## config.mk

```make
export PLATFORM = sky130hd
export DESIGN_NAME = hs_rx_packer
export DESIGN_NICKNAME = d
export VERILOG_FILES = /design/src/rtl/hs_rx_packer_pkg.sv /design/src/rtl/hs_word_fifo.sv /design/src/rtl/hs_rx_packer.sv
export SDC_FILE = /design/constraint.sdc
export NUM_CORES = 1
export LEC_CHECK = 0
export CAP_MARGIN = 30
export CELL_PAD_IN_SITES_DETAIL_PLACEMENT = 1
export CELL_PAD_IN_SITES_GLOBAL_PLACEMENT = 2
export CORE_MARGIN = 3
export CORE_UTILIZATION = 45
export CTS_BUF_LIST = sky130_fd_sc_hd__clkbuf_2
export DETAILED_ROUTE_END_ITERATION = 6
export GPL_TIMING_DRIVEN = 0
export PLACE_DENSITY = 0.83
export SYNTH_ARGS = -nofsm -noshare
export SYNTH_HDL_FRONTEND = slang
export SYNTH_HIERARCHICAL = 1
export SYNTH_SLANG_ARGS = --single-unit
```

## constraint.sdc

```tcl
create_clock -name clk -period 3.25 [get_ports clk]
set_input_delay 0.65 -clock clk [delete_from_list [all_inputs] [get_ports clk]]
set_output_delay 0.65 -clock clk [all_outputs]
set_load 0.02 [all_outputs]
```

## src/rtl/hs_rx_packer_pkg.sv

```systemverilog
// Shared defaults, derived widths and the packed word type for the
// handshake receive packer and its word FIFO.
package hs_rx_packer_pkg;

    localparam int DEF_WIDTH = 8;
    localparam int DEF_PACK  = 4;
    localparam int DEF_DEPTH = 4;

    // Pointer indexes DEPTH entries; count must also represent DEPTH itself.
    localparam int PTR_W = $clog2(DEF_DEPTH);
    localparam int CNT_W = PTR_W + 1;

    typedef logic [DEF_WIDTH*DEF_PACK-1:0] word_t;

endpackage

```

## src/rtl/hs_word_fifo.sv

```systemverilog
// Output word FIFO: registered memory, pointers wrapping modulo DEPTH,
// push accepted when not full or when a pop frees a slot in the same cycle.
module hs_word_fifo #(
    parameter int DW    = 32,
    parameter int DEPTH = 4
) (
    input  logic                       clk,
    input  logic                       rst_n,
    input  logic                       push_i,
    input  logic [DW-1:0]              push_data_i,
    input  logic                       pop_i,
    output logic                       full_o,
    output logic                       empty_o,
    output logic [$clog2(DEPTH):0]     count_o,
    output logic [DW-1:0]              head_o
);

    localparam int AW = (DEPTH > 1) ? $clog2(DEPTH) : 1;
    localparam int CW = $clog2(DEPTH) + 1;

    logic [DW-1:0] mem_q [DEPTH];
    logic [DW-1:0] mem_d [DEPTH];
    logic [AW-1:0] wr_ptr_q, wr_ptr_d;
    logic [AW-1:0] rd_ptr_q, rd_ptr_d;
    logic [CW-1:0] count_q, count_d;
    logic          do_push;
    logic          do_pop;

    always_comb begin
        empty_o  = (count_q == '0);
        full_o   = (count_q == CW'(DEPTH));
        do_pop   = pop_i && !empty_o;
        // When full, the slot being written is the one being read out this cycle.
        do_push  = push_i && (!full_o || do_pop);
        mem_d    = mem_q;
        wr_ptr_d = wr_ptr_q;
        rd_ptr_d = rd_ptr_q;
        if (do_push) begin
            mem_d[wr_ptr_q] = push_data_i;
            wr_ptr_d        = wr_ptr_q + AW'(1);
        end
        if (do_pop) begin
            rd_ptr_d = rd_ptr_q + AW'(1);
        end
        count_d = count_q + CW'(do_push) - CW'(do_pop);
        count_o = count_q;
        head_o  = mem_q[rd_ptr_q];
    end

    always_ff @(posedge clk or negedge rst_n) begin
        if (!rst_n) begin
            for (int i = 0; i < DEPTH; i++) begin
                mem_q[i] <= '0;
            end
            wr_ptr_q <= '0;
            rd_ptr_q <= '0;
            count_q  <= '0;
        end else begin
            mem_q    <= mem_d;
            wr_ptr_q <= wr_ptr_d;
            rd_ptr_q <= rd_ptr_d;
            count_q  <= count_d;
        end
    end

endmodule

```

## src/rtl/hs_rx_packer.sv

```systemverilog
// Packs WIDTH-bit bytes from a handshake destination into little-endian
// WIDTH*PACK-bit words, buffers them in a word FIFO and raises advisory busy.
module hs_rx_packer
    import hs_rx_packer_pkg::*;
#(
    parameter int WIDTH = DEF_WIDTH,
    parameter int PACK  = DEF_PACK,
    parameter int DEPTH = DEF_DEPTH
) (
    input  logic                    clk,
    input  logic                    rst_n,
    input  logic                    in_valid,
    input  logic [WIDTH-1:0]        in_data,
    output logic                    busy,
    output logic                    out_valid,
    input  logic                    out_ready,
    output logic [WIDTH*PACK-1:0]   out_data,
    output logic                    overflow
);

    localparam int BC_W   = (PACK > 1) ? $clog2(PACK) : 1;
    localparam int WORD_W = WIDTH * PACK;
    localparam int CW     = $clog2(DEPTH) + 1;

    logic [BC_W-1:0]   byte_cnt_q, byte_cnt_d;
    logic [WORD_W-1:0] partial_q, partial_d;
    logic [WORD_W-1:0] word_asm;
    logic              busy_q, busy_d;
    logic              overflow_q, overflow_d;
    logic              word_push;
    logic              pop_acc;
    logic              push_acc;
    logic [CW-1:0]     count_nxt;
    logic              fifo_full;
    logic              fifo_empty;
    logic [CW-1:0]     fifo_count;
    logic [WORD_W-1:0] fifo_head;

    // out_valid/out_ready: the head word transfers in every cycle where both
    // are 1; out_valid comes from FIFO state only and never waits on out_ready.
    always_comb begin
        byte_cnt_d = byte_cnt_q;
        partial_d  = partial_q;
        word_asm   = partial_q;
        word_push  = 1'b0;
        if (in_valid) begin
            for (int k = 0; k < PACK; k++) begin
                if (byte_cnt_q == BC_W'(k)) begin
                    word_asm[k*WIDTH +: WIDTH] = in_data;
                end
            end
            if (byte_cnt_q == BC_W'(PACK - 1)) begin
                word_push  = 1'b1;
                byte_cnt_d = '0;
                partial_d  = '0;
            end else begin
                byte_cnt_d = byte_cnt_q + BC_W'(1);
                partial_d  = word_asm;
            end
        end

        pop_acc    = out_valid && out_ready;
        push_acc   = word_push && (!fifo_full || pop_acc);
        count_nxt  = fifo_count + CW'(push_acc) - CW'(pop_acc);
        // Busy one word early so bytes still in the synchronizer have room.
        busy_d     = (count_nxt >= CW'(DEPTH - 1));
        overflow_d = overflow_q || (word_push && !push_acc);
    end

    always_ff @(posedge clk or negedge rst_n) begin
        if (!rst_n) begin
            byte_cnt_q <= '0;
            partial_q  <= '0;
            busy_q     <= 1'b0;
            overflow_q <= 1'b0;
        end else begin
            byte_cnt_q <= byte_cnt_d;
            partial_q  <= partial_d;
            busy_q     <= busy_d;
            overflow_q <= overflow_d;
        end
    end

    hs_word_fifo #(
        .DW    (WORD_W),
        .DEPTH (DEPTH)
    ) u_fifo (
        .clk         (clk),
        .rst_n       (rst_n),
        .push_i      (word_push),
        .push_data_i (word_asm),
        .pop_i       (out_ready),
        .full_o      (fifo_full),
        .empty_o     (fifo_empty),
        .count_o     (fifo_count),
        .head_o      (fifo_head)
    );

    assign out_valid = !fifo_empty;
    assign out_data  = fifo_head;
    assign busy      = busy_q;
    assign overflow  = overflow_q;

endmodule

```

==> results.md <==
* Top post-synthesis cells by area: dfrtp_1 52%, mux2_2 19%, mux4_2 8.8%, a21bo_2 2.9%, o221ai_1 2.6%
* Power per cell area at 920 nW/um^2
* Starting Density at 0.465
* CTS tree: built
* Commonest non-fill, non-tap cell in the layout: dfrtp_1
* R2r startpoint: byte_cnt_q[0]
* WL/cell at 21.3 um
* Max-cap violations at 0
* Adder-cell share of the synthesized area at 0.0218
* Initial DRC Count at 193
* Placed Instances at 838
* Synth Net Count at 591
* Complex-gate fraction of the synthesized area at 0.0592
* # IOs at 47
* Crit path DAT at 2.45 ns
* CP Launch Type: flip-flop
* Maximum clock rate at 0.323 GHz
* Flop pwr share at 0.411
* Yosys Warn Count at 6
* Peak supply drop at 0.532 mV
* Switching Share at 0.376
* Initial DRT Pass Iterations at 4
* Psw at 0.00318 W
* Reg2reg end: u_fifo/mem_q[111]
* Leak Pwr at 4.32 nW
* Pin count of the biggest net entering global routing at 105
* Area Growth Syn to Fin at 12.5%
* Post-DP Area at 8930 sq um
* Post-route core utilization at 0.523
* Synth async-reset ratio at 1.00
* Global route overflow at 0
* R2R setup slack at 0.34 ns
* Sequential share of the synthesized area at 0.525
* Antenna-violating nets left at 0
* Hold WC Path Type: in2async
* Xor/xnor share of the synthesized area at 0.00813
* # DRC at 0
* Clk pin slew, worst setup/hold paths at 0.28 ns
* Clock insertion delay at the later pin of the skew report at 0.77 ns
* Die X at 141 um
* Register bit total from synthesis at 171
* Vias at 4,861
* Status: complete, no violations
* Pins over their slew limit at 0
* Initial antenna violation count at 1
* RSZ-0062 raised after global routing: true
* Post-synth EDFFs at 0
* Largest family of logic cells by synthesized area: multiplexers
* Worst-case clock buffer depth at 2
* Clock power share at 0.133
* Worst r2r path cells at 9
* Netlist cell types at 33
* Crit path required time at 2.60 ns
* Synth Area in Simple Gates at 0.0574
* GRT Util Overall at 0.199
* Clk sinks at 171
* Non-Filler Instances at 871
* Layout Nets at 657
* Mean post-synth cell area at 14.4 sq um
* Final Hold Fails at 0
* HPWL after DPL at 12,900 um
* Final instance area at 9180 sq um
* Cell-internal power at 0.00527 W
* Final Wtd Congestion at 0.753
* Yosys top cell by area: dfrtp_1
* CTS buffer count at 17
* Final total power at 0.00845 W
* Via-to-Cell Ratio at 5.58
* Worst-Margin Slew at 0.713 ns
* Setup Fix Bufs, Post-CTS at 0
* PortBufs at 46
* Area of the core at 17,500 sq um
* Logic gate share of total power at 0.456
* Mux cell area share after synthesis at 0.279
* Synth top area share at 0.525
* Global-route wire length before repair at 30,700 um
* Synth Instances at 566
* Post-synthesis cell area at 8160 sq um
* H-tree depth at 4
* Clock root cell: clkbuf_2
* Commonest cells after routing, fill and taps aside: 170 x dfrtp_1, 137 x mux2_2, 36 x inv_1, 32 x mux4_2, 28 x dlygate4sd2_1
* Skew final at 0.0338 ns
* Vias in the first global route at 5,525
* Tmin final at 3.10 ns
* Share of cells above drive strength 1 at 0.409
* Die area at 19,800 sq um
* CP startpoint: u_fifo/rd_ptr_q[0]
* # rows at 48
* Final wirelength at 18,600 um
* Period utilization at 0.953
* Crit path kind: reg2out
* Synth Flop Type: dfrtp_1
* Die H at 141 um
* Slew margin rel. at 0.523
* Crit Path Max Fanout at 10
* CP Capture Type: output port
* Setup-failing EPs final at 0
## layout make-up
class,instances,area (sq um)
clock buffers,19,95.1
inverters,36,135
multi-input cells,323,3470
clock inverters,13,139
plain buffers,35,310
flip-flops and latches,171,4280
diodes,1,2.50
repair buffers,48,468
fillers,1719,8360
well taps,225,282
## per-layer routing
| metal | GRT usage | wire, um | vias up |
|---|---|---|---|
| met2 | 0.337 | 9440 | 58 |
| met3 | 0.0397 | 522 | 18 |
| met4 | 0.0546 | 269 | 0 |
| met5 | 0 | 0 | - |
| met1 | 0.264 | 8330 | 2605 |
| li1 | - | - | 2180 |
## state kept, by name, indices dropped and copies added (netlist names)
signal and count:
u_fifo/wr_ptr_q 2, partial_q 32, overflow 1, u_fifo/count_o 3, u_fifo/rd_ptr_q 2, byte_cnt_q 2
busy 1, u_fifo/mem_q 128
## cells by family (layout without fill, tap and decap cells)
| family | after synthesis | count (layout) |
|---|---|---|
| AO/OA/AOI/OAI | 53 | 53 |
| XOR/XNOR | 6 | 6 |
| adder cells (fa/ha/maj) | 13 | 13 |
| buffers and inverters | 72 | 151 |
| flip-flops | 171 | 171 |
| multiplexers | 170 | 170 |
| other | 0 | 1 |
| AND/OR/NAND/NOR | 81 | 81 |
## worst max-delay path by stage
stage                        endpoint  depth (start not counted)
floorplan           u_fifo/count_o[2]                         10
global placement     u_fifo/mem_q[18]                          1
detailed placement  u_fifo/mem_q[118]                          8
CTS                      out_data[22]                          4
global route             out_data[20]                          4
finish                   out_data[23]                          4
## worst max-delay path, stage by stage, from the launching register on
cell and delay, ns:
dfrtp_1 0.38, buf_4 0.20, buf_6 0.22, mux4_2 0.54
dlygate4sd2_1 0.34
## power by group through the flow
stage                     clock (W)  sequential (W)  combinational [W]
after floorplan                   0         0.00334            0.00280
after global placement            0         0.00341            0.00391
after detailed placement          0         0.00352            0.00407
after CTS                   0.00117         0.00348            0.00393
after global routing        0.00126         0.00359            0.00422
final                       0.00112         0.00347            0.00386
## what timing repair did
action,in CTS,in global routing
hold buffers,1,0
pin swaps,0,0
setup endpoints to repair,29,16
hold endpoints to repair,67,0
cloned,0,0
gates resized for setup,43,0
## synth_stat cells, types with 2 or more instances
| cell type | instances |
|---|---|
| clkbuf_1 | 8 |
| nor2_1 | 4 |
| buf_2 | 10 |
| mux4_2 | 32 |
| o221ai_1 | 24 |
| a21bo_2 | 24 |
| o21ai_0 | 2 |
| or2_2 | 3 |
| dfrtp_1 | 171 |
| nand2b_1 | 27 |
| ha_1 | 11 |
| nand3_1 | 24 |
| mux2_2 | 137 |
| fa_1 | 2 |
| nand2_1 | 8 |
| xnor2_1 | 4 |
| inv_1 | 36 |
| and2_1 | 8 |
| buf_4 | 2 |
| buf_6 | 16 |
## through the flow
step                setup WS, ns  setup TNS, ns  hold slack [ns]
finish                     0.153              0            0.378
global route             -0.0240         -0.205            0.298
CTS                       0.0316              0            0.316
detailed placement       -0.0720          -2.38            0.469
global placement           -5.24        -893.70            0.464
floorplan                  0.964              0            0.354
Note: power is estimated with default switching activity, not from simulation.
